--- src/rtl/fb_port_arbiter.sv ---
// fb_port_arbiter
//   Shares the single SDRAM framebuffer command port between the VGA line
//   prefetcher (BURST-word reads) and the sprite/draw engine (single-word
//   writes). Display wins ties, except that after STARVE_MAX consecutive display
//   grants with a draw request pending, the draw request is granted.
//
// Ports
//   clk_clk, reset_reset_n          clock, asynchronous active-low reset
//   disp_req/disp_addr -> disp_ack  display burst request and capture pulse
//   disp_rdata/disp_rvalid/disp_done
//                                   returned read data; done on the last word
//   draw_req/draw_addr/draw_wdata -> draw_ack
//                                   draw write request and capture pulse
//   mem_addr/mem_read/mem_write/mem_wdata, mem_wait
//                                   memory command port; held while mem_wait
//   mem_rdata/mem_rvalid            in-order read returns
//   dbg_state                       current FSM state for observation
//
// Handshake: a requester holds req (and its addr/data) until the matching ack
// pulse, which is asserted combinationally in the IDLE cycle the request is
// captured. A memory command is accepted on any cycle it is presented with
// mem_wait low; while mem_wait is high it is held unchanged.
module fb_port_arbiter #(
  parameter int AW         = 20,
  parameter int DW         = 16,
  parameter int BURST      = 8,
  parameter int STARVE_MAX = 4
) (
  input  logic          clk_clk,
  input  logic          reset_reset_n,
  input  logic          disp_req,
  input  logic [AW-1:0] disp_addr,
  output logic          disp_ack,
  output logic [DW-1:0] disp_rdata,
  output logic          disp_rvalid,
  output logic          disp_done,
  input  logic          draw_req,
  input  logic [AW-1:0] draw_addr,
  input  logic [DW-1:0] draw_wdata,
  output logic          draw_ack,
  output logic [AW-1:0] mem_addr,
  output logic          mem_read,
  output logic          mem_write,
  output logic [DW-1:0] mem_wdata,
  input  logic          mem_wait,
  input  logic [DW-1:0] mem_rdata,
  input  logic          mem_rvalid,
  output logic [1:0]    dbg_state
);

  localparam int CW = $clog2(BURST + 1);
  localparam int SW = $clog2(STARVE_MAX + 1);
  localparam logic [CW-1:0] BURST_C  = CW'(BURST);
  localparam logic [SW-1:0] STARVE_C = SW'(STARVE_MAX);

  typedef enum logic [1:0] {
    IDLE     = 2'd0,
    RD_ISSUE = 2'd1,
    RD_DRAIN = 2'd2,
    WR       = 2'd3
  } state_t;

  state_t        state;
  logic          armed;      // blocks grants until the first edge after reset release
  logic [AW-1:0] base_addr;
  logic [AW-1:0] wr_addr;
  logic [DW-1:0] wr_data;
  logic [CW-1:0] issued;
  logic [CW-1:0] returned;
  logic [SW-1:0] streak;     // consecutive display grants made while draw waited

  logic grant_draw;
  logic grant_disp;
  logic rd_accept;
  logic rd_last;
  logic ret_take;

  always_comb begin
    grant_draw = 1'b0;
    grant_disp = 1'b0;
    if (armed && state == IDLE) begin
      if (draw_req && (!disp_req || streak == STARVE_C)) begin
        grant_draw = 1'b1;
      end else if (disp_req) begin
        grant_disp = 1'b1;
      end
    end
  end

  assign draw_ack  = grant_draw;
  assign disp_ack  = grant_disp;
  assign rd_accept = (state == RD_ISSUE) && !mem_wait;
  assign rd_last   = rd_accept && (issued == BURST_C - CW'(1));
  // Returns count only while a burst is live; anything else (idle, write,
  // surplus words, leftovers of a burst aborted by reset) is dropped.
  assign ret_take  = mem_rvalid && (state == RD_ISSUE || state == RD_DRAIN) &&
                     (returned != BURST_C);

  assign mem_read  = (state == RD_ISSUE);
  assign mem_write = (state == WR);
  // Burst address wraps modulo 2^AW.
  assign mem_addr  = (state == RD_ISSUE) ? base_addr + AW'(issued) :
                     (state == WR)       ? wr_addr : '0;
  assign mem_wdata = (state == WR) ? wr_data : '0;
  assign dbg_state = state;

  always_ff @(posedge clk_clk or negedge reset_reset_n) begin
    if (!reset_reset_n) begin
      state       <= IDLE;
      armed       <= 1'b0;
      base_addr   <= '0;
      wr_addr     <= '0;
      wr_data     <= '0;
      issued      <= '0;
      returned    <= '0;
      streak      <= '0;
      disp_rdata  <= '0;
      disp_rvalid <= 1'b0;
      disp_done   <= 1'b0;
    end else begin
      armed       <= 1'b1;
      disp_rvalid <= 1'b0;
      disp_done   <= 1'b0;

      if (ret_take) begin
        disp_rdata  <= mem_rdata;
        disp_rvalid <= 1'b1;
        disp_done   <= (returned == BURST_C - CW'(1));
        returned    <= returned + CW'(1);
      end

      case (state)
        IDLE: begin
          if (grant_draw) begin
            wr_addr <= draw_addr;
            wr_data <= draw_wdata;
            streak  <= '0;
            state   <= WR;
          end else if (grant_disp) begin
            base_addr <= disp_addr;
            issued    <= '0;
            returned  <= '0;
            streak    <= draw_req ? streak + SW'(1) : '0;
            state     <= RD_ISSUE;
          end
        end
        RD_ISSUE: begin
          if (rd_accept) begin
            issued <= issued + CW'(1);
            if (rd_last) begin
              state <= (returned == BURST_C) ? IDLE : RD_DRAIN;
            end
          end
        end
        RD_DRAIN: begin
          if (returned == BURST_C) begin
            state <= IDLE;
          end
        end
        WR: begin
          if (!mem_wait) begin
            state <= IDLE;
          end
        end
        default: state <= IDLE;
      endcase
    end
  end

endmodule

--- config.mk ---
export PLATFORM = sky130hd
export DESIGN_NAME = fb_port_arbiter
export DESIGN_NICKNAME = d
export VERILOG_FILES = /design/src/rtl/fb_port_arbiter.sv
export SDC_FILE = /design/constraint.sdc
export NUM_CORES = 1
export LEC_CHECK = 0
export ABC_AREA = 0
export CORE_MARGIN = 1.5
export CORE_UTILIZATION = 39
export CTS_BUF_LIST = sky130_fd_sc_hd__clkbuf_8 sky130_fd_sc_hd__clkbuf_16
export CTS_CLUSTER_SIZE = 40
export DETAILED_ROUTE_END_ITERATION = 7
export GPL_TIMING_DRIVEN = 0
export HOLD_SLACK_MARGIN = 0.1
export MAX_ROUTING_LAYER = met4
export PLACE_DENSITY_LB_ADDON = 0.08
export SLEW_MARGIN = 20
export SYNTH_ARGS = -nofsm -noshare
export SYNTH_HDL_FRONTEND = slang
export SYNTH_SLANG_ARGS = --single-unit
--- constraint.sdc ---
create_clock -name clk_clk -period 5.9 [get_ports clk_clk]
set_clock_uncertainty 0.2 [all_clocks]
set_input_delay 1.18 -clock clk_clk [delete_from_list [all_inputs] [get_ports clk_clk]]
set_output_delay 1.18 -clock clk_clk [all_outputs]
set_load 0.05 [all_outputs]
Yosys cells after proc, flatten, opt, wreduce, memory -nomap -nowiden
Index checks and enable logic that the tools add are counted.
{"block": "word_totals", "register_bits": 88, "latchBits": 0, "ram_bits": 0, "romBits": 0, "input_bits": 78, "output_inout_bits": 60, "mem_count": 0}
{"block": "op_classes", "n_addsub": 4, "mul": 0, "div": 0, "order_cmp": 0, "eq_ne": 15, "n_shift": 0, "mux": 29, "n_bitwise": 1, "reduce_logical": 18}
{"op": "20-bit two-way mux", "n": 2}
{"op": "4-bit two-way mux", "n": 7}
{"op": "20-bit by 4-bit adder with 20-bit output", "n": 1}
{"op": "16-bit two-way mux", "n": 1}
{"op": "2-bit two-way mux", "n": 7}
{"op": "3-bit two-way mux", "n": 3}
{"op": "4-bit by 1-bit adder with 4-bit output (second input constant)", "n": 2}
{"op": "4-bit by 3-bit == test with 1-bit output (second input constant)", "n": 2}
{"op": "2-bit one-hot mux with 4 select lines", "n": 1}
{"op": "4-bit one-hot mux with 2 select lines", "n": 1}
{"op": "1-bit two-way mux", "n": 7}
{"op": "1-bit logical AND", "n": 6}
{"op": "2-bit by 1-bit inequality test with 1-bit output (second input constant)", "n": 3}
{"op": "2-bit inequality test (second input constant)", "n": 3}
{"op": "5-bit AND reduction", "n": 1}
{"op": "2-bit == test (second input constant)", "n": 2}
{"op": "4-bit == test (second input constant)", "n": 1}
{"op": "4-bit inequality test (second input constant)", "n": 1}
{"op": "2-bit AND reduction", "n": 2}
{"op": "4-bit AND reduction", "n": 1}
{"op": "2-bit nonzero test", "n": 2}
{"op": "3-bit by 1-bit adder with 3-bit output (second input constant)", "n": 1}
{"op": "3-bit == test (second input constant)", "n": 1}
{"op": "3-bit inequality test (second input constant)", "n": 1}
{"op": "other kinds (6)", "n": 8}

Depth between registers and ports, before layout
{"block": "depth", "depth_word": 8, "ltp_mapped": 8, "ltp_nobuf": 7}

Worst setup path before layout
No wires, ideal clock.
{"block": "synth_path", "path_type": "register -> output", "from": "register state[1] (netlist: dbg_state[1])", "to": "output mem_addr[2]", "arrival_time_ps": 2915, "path_slack_ps": 1605, "path_stages_with_launch": 7, "path_cell_list": "dfrtp_1 > inv_1 > ha_1 > inv_1 > clkbuf_1 > buf_1 > o21ai_0"}
{"block": "synth_between", "elab_cells_between_ends": 4}
{"item": "from (decl)", "line": "63", "source": "state_t state;"}
{"item": "from (signal assigned)", "line": "151", "source": "state <= (returned == BURST_C) ? IDLE : RD_DRAIN;"}
{"item": "2-bit by 1-bit == test with 1-bit output"}
{"item": "named net mem_read", "line": "42", "source": "output logic mem_read,"}
{"item": "20-bit two-way mux", "line": "102", "source": "assign mem_addr = (state == RD_ISSUE) ? base_addr + AW'(issued) :"}
{"item": "to (decl)", "line": "41", "source": "output logic [AW-1:0] mem_addr,"}
The timed path passes the listed nets, and every way through them passes these cells.

Final worst setup path
{"block": "layout_path", "from": "input draw_req", "to": "output disp_ack"}
{"block": "layout_between", "elab_chain_len": 3}
{"item": "from (decl)", "line": "37", "source": "input logic draw_req,"}
{"item": "1-bit logical AND", "line": "82", "source": "if (draw_req && (!disp_req || streak == STARVE_C)) begin"}
{"item": "1-bit two-way mux", "line": "82"}
{"item": "1-bit two-way mux", "line": "81", "source": "if (armed && state == IDLE) begin"}
{"item": "to (decl)", "line": "33", "source": "output logic disp_ack,"}
No other way between the ends.

==> summary.txt <==
Power
  • Seq pwr share: 31.9%
  • Internal power summed over all cells: 1890 uW
  • Proportion of total power due to net switching: between 40 and 50%
  • Total chip power: roughly 3400 uW
  • Share of power burned in combinational logic: a little over half
  • Leakage Power: 0.00276 uW
  • Switching component of the power: about 1500 uW
  • Part of the total power dissipated in the clock network: 15.2%
  • Peak supply drop: about 0.35 mV
  • PD cells: roughly 540 nW/um2

STA
  • Aggregate negative setup slack: 0 ns
  • Final-report setup violation count: 0
  • Share of the clock period used by the worst path after layout: 84.4%
  • Shortest clock period the worst path allows after layout: roughly 5.0 ns
  • Hold Worst Slack: between 0.2 and 0.3 ns
  • Measured slew at the worst slew-check pin: between 0.5 and 0.6 ns
  • Count of endpoints failing hold in the final timing report: 0
  • Setup repair after global routing missed its margin: false
  • Highest clock frequency the design can meet: approximately 200 MHz
  • Tightest slew margin relative to the limit: between 60% and 70%
  • Number of pins exceeding their max-slew limit in the final report: 0

Clock tree
  • Root cell of the clock tree: clkbuf_16
  • Number of gates given a new drive strength after cts: 0
  • H-tree depth reported by CTS: 3
  • Clock tree from TritonCTS: yes
  • Number of clock buffers inserted by TritonCTS: 9
  • Clock input transition at the sequential cells of the worst setup and hold paths: approximately 0.060 ns
  • Post CTS Setup Buffer Count: 0
  • Clock Path Buffers: 2
  • Later-pin clock latency in the skew report: about 0.34 ns
  • Number of sinks handled by clock tree synthesis: approximately 90
  • Number of buffers added to fix hold violations after cts: 0

Logic synthesis
  • Post-synthesis net count: around 530
  • Register area share after synthesis: 48.4%
  • Area share of fa/ha/maj cells after synthesis: 4.29%
  • Number of enable flip-flop cells after synthesis: 0
  • Area share of xor/xnor cells in the synthesized design: less than 1%
  • Multiplexer share of the synthesized area: between 10% and 20%
  • Main combinational cell family by area after synthesis: simple AND/OR/NAND/NOR gates
  • Distinct cells, synth: 53
  • Synth Register Bits: a little under 90
  • Leading cell types by total area after synthesis: dfrtp_1 (48%), mux2_2 (13%), nand2_1 (6.8%)
  • Share of the synthesized area in the top cell type: between 40% and 50%
  • Async set-or-reset flop fraction in the synthesized netlist: 100%
  • Most used flip-flop cell after synthesis: dfrtp_1
  • Post-synthesis instance area: roughly 4600 um2
  • Number of instances in the synthesized netlist: 436
  • Synth warnings: 0
  • Most area-hungry cell type in the Yosys netlist: dfrtp_1
  • Simple-Gate Fraction of Synth Area: around 17%
  • Compound-cell area share of the yosys netlist: about an eighth
  • Mean instance size in the synthesized netlist: around 10 um2

Critical path
  • Cell breakdown of the critical path: clkdlybuf4s50_1 -> nand3_1 -> nand4_1 -> inv_1 -> buf_1 -> clkdlybuf4s50_1
  • Largest stage delay, worst path: ~0.9 ns
  • Data arrival time of the worst path: about 3.6 ns
  • Crit path max-delay cell type: clkdlybuf4s50_1
  • Crit path capture type: primary output
  • Critical path launch point type: primary input
  • Most used cell along the critical path: clkdlybuf4s50_1
  • CP Class: in -> out
  • Worst Path Required: approximately 4.5 ns
  • Critical Path Fanout Max: 10
  • Cells on worst reg2reg path: 8

Finish
  • Area occupied by multi-input gates: ~2200 um2
  • Leading cell type in the layout, fill and taps excluded: clkdlybuf4s50_1
  • Top library cells by usage in the layout, fill and taps aside: clkdlybuf4s50_1 (136), dfrtp_1 (88), nand2_1 (83)
  • Count of fill cells added during filler insertion: 1075
  • Area growth from synthesis to layout: 40.5%
  • Final core area utilization: a little under three fifths
  • Final #Nets: 678
  • Register area: about 2200 um2
  • Proportion of layout cells with a drive suffix above 1: 13.6%
  • Antenna Diode Count: 0

GRT
  • Global-route wire length before repair: ~19000 um
  • Largest net degree at the start of global routing: ~50
  • Tot GR Track Use: 20.4%
  • Overflow after GRT: 0
  • Initial antenna violation count: 0
  • Number of global-route vias before repair: 3967

Place
  • Port Buffer Count: around 140
  • HPWL after DPL: just under 9000 um
  • Final weighted congestion in routability-driven placement: 0.819

Floorplan
  • Number of ports placed on the die boundary: 138
  • Height of the die: 111 um
  • Starting Density: roughly 40%
  • Total number of placement rows: 39
  • Die Area: about 12000 um2
  • Standard cell core area: 11400 um2
  • Width of the die: ~110 um

Routing
  • Average detailed-routed wire length per instance: about 16 um
  • Count of routing violations after the opening detailed-route iteration: approximately 170
  • Wire length after detailed routing: 11700 um
  • DR vias: around 3900
  • First-pass DRT Iterations: 4
  • Routed vias/inst: 5.27
  • Number of remaining DRC errors: 0
  • Detail Route Antenna Nets: 0

Hold path
  • Path type of the worst min-delay path: reg -> reg
  • Worst hold path depth: 2

Flow run
  • Max_cap viols: 0

Status
  • Run status: finished clean
==> cell families after synthesis <==
family / Yosys count
flops: 88
fa+ha+maj: 15
compound gates: 73
simple gates: 159
other cells: 1
buf+inv: 40
xor+xnor: 5
mux: 55
==> synthesized netlist by cell type, types with 3 or more instances <==
cell type  instances
dfrtp_1           88
nor2_1            11
and3_1             4
and2_1            17
or4_1              4
nand2b_1           4
a2111o_1           3
o21ai_0            9
ha_1              14
a22oi_1            5
o2111ai_1          3
inv_1             16
a211o_1            3
xnor2_1            3
buf_1              3
clkbuf_1          12
buf_2              7
nand4_1            3
nor2b_1            3
a21oi_1           12
mux2_2            53
nand3_1           14
a311oi_1           3
o21a_1             3
a221o_1            3
o211ai_1          11
nand2_1           83
a22o_1             3
and4_1             5
==> registers in the layout, indices dropped and copies added (netlist names) <==
| register | count |
|---|---|
| streak | 3 |
| disp_done | 1 |
| returned | 4 |
| dbg_state | 2 |
| disp_rvalid | 1 |
| wr_addr | 20 |
| issued | 4 |
| base_addr | 20 |
| wr_data | 16 |
| disp_rdata | 16 |
| armed | 1 |
==> power by group through the flow <==
| stage | Clock (uW) | Combinational (uW) | Sequential [uW] |
|---|---|---|---|
| final | 521 | 1820 | 1100 |
| after global routing | 571 | 1960 | 1130 |
| after CTS | 543 | 1840 | 1100 |
| after detailed placement | 0 | 1830 | 1100 |
| after global placement | 0 | 1800 | 1090 |
| after floorplan | 0 | 1040 | 1280 |
==> metal layers <==
| layer | GRT usage, % | wire, um |
|---|---|---|
| met5 | - | 0 |
| met2 | 32.7 | 5570 |
| met4 | 5.06 | 116 |
| met3 | 6.83 | 799 |
| met1 | 25.2 | 5190 |
==> worst max-delay path: cells and delay by family <==
family | cells | cell delay (ns)
buffers and inverters | 4 | 2.05
AND/OR/NAND/NOR | 2 | 0.37
==> final cells by class <==
type,count,area share (%)
Buffer,24,1.78
Clock buffer,10,3.73
Clock inverter,6,0.430
Inverter,16,0.938
Multi-Input combinational cell,308,34.0
Sequential cell,88,34.4
Tap cell,143,2.80
Timing Repair Buffer,138,21.9
==> per-stage QoR <==
stage / instances / setup slack [ns] / instance area [um2]
global route: 733 / 0.719 / 6400
global placement: 716 / 0.102 / 6100
finish: 733 / 0.921 / 6400
CTS: 733 / 0.875 / 6400
detailed placement: 717 / 0.892 / 6130
floorplan: 436 / 1.60 / 4550
==> final timing paths <==
path | from | end | slack (ns)
worst min register to register | base_addr[0] | base_addr[0] | 0.29
worst max register to register | dbg_state[1] | dbg_state[1] | 3.42
max in group asynchronous | reset_reset_n | base_addr[15] | 4.38
worst max-delay path | draw_req | disp_ack | 0.92
min in group asynchronous | reset_reset_n | disp_rdata[14] | 0.54
worst min-delay path | base_addr[0] | base_addr[0] | 0.29
Power figures use the tool's default switching activity.
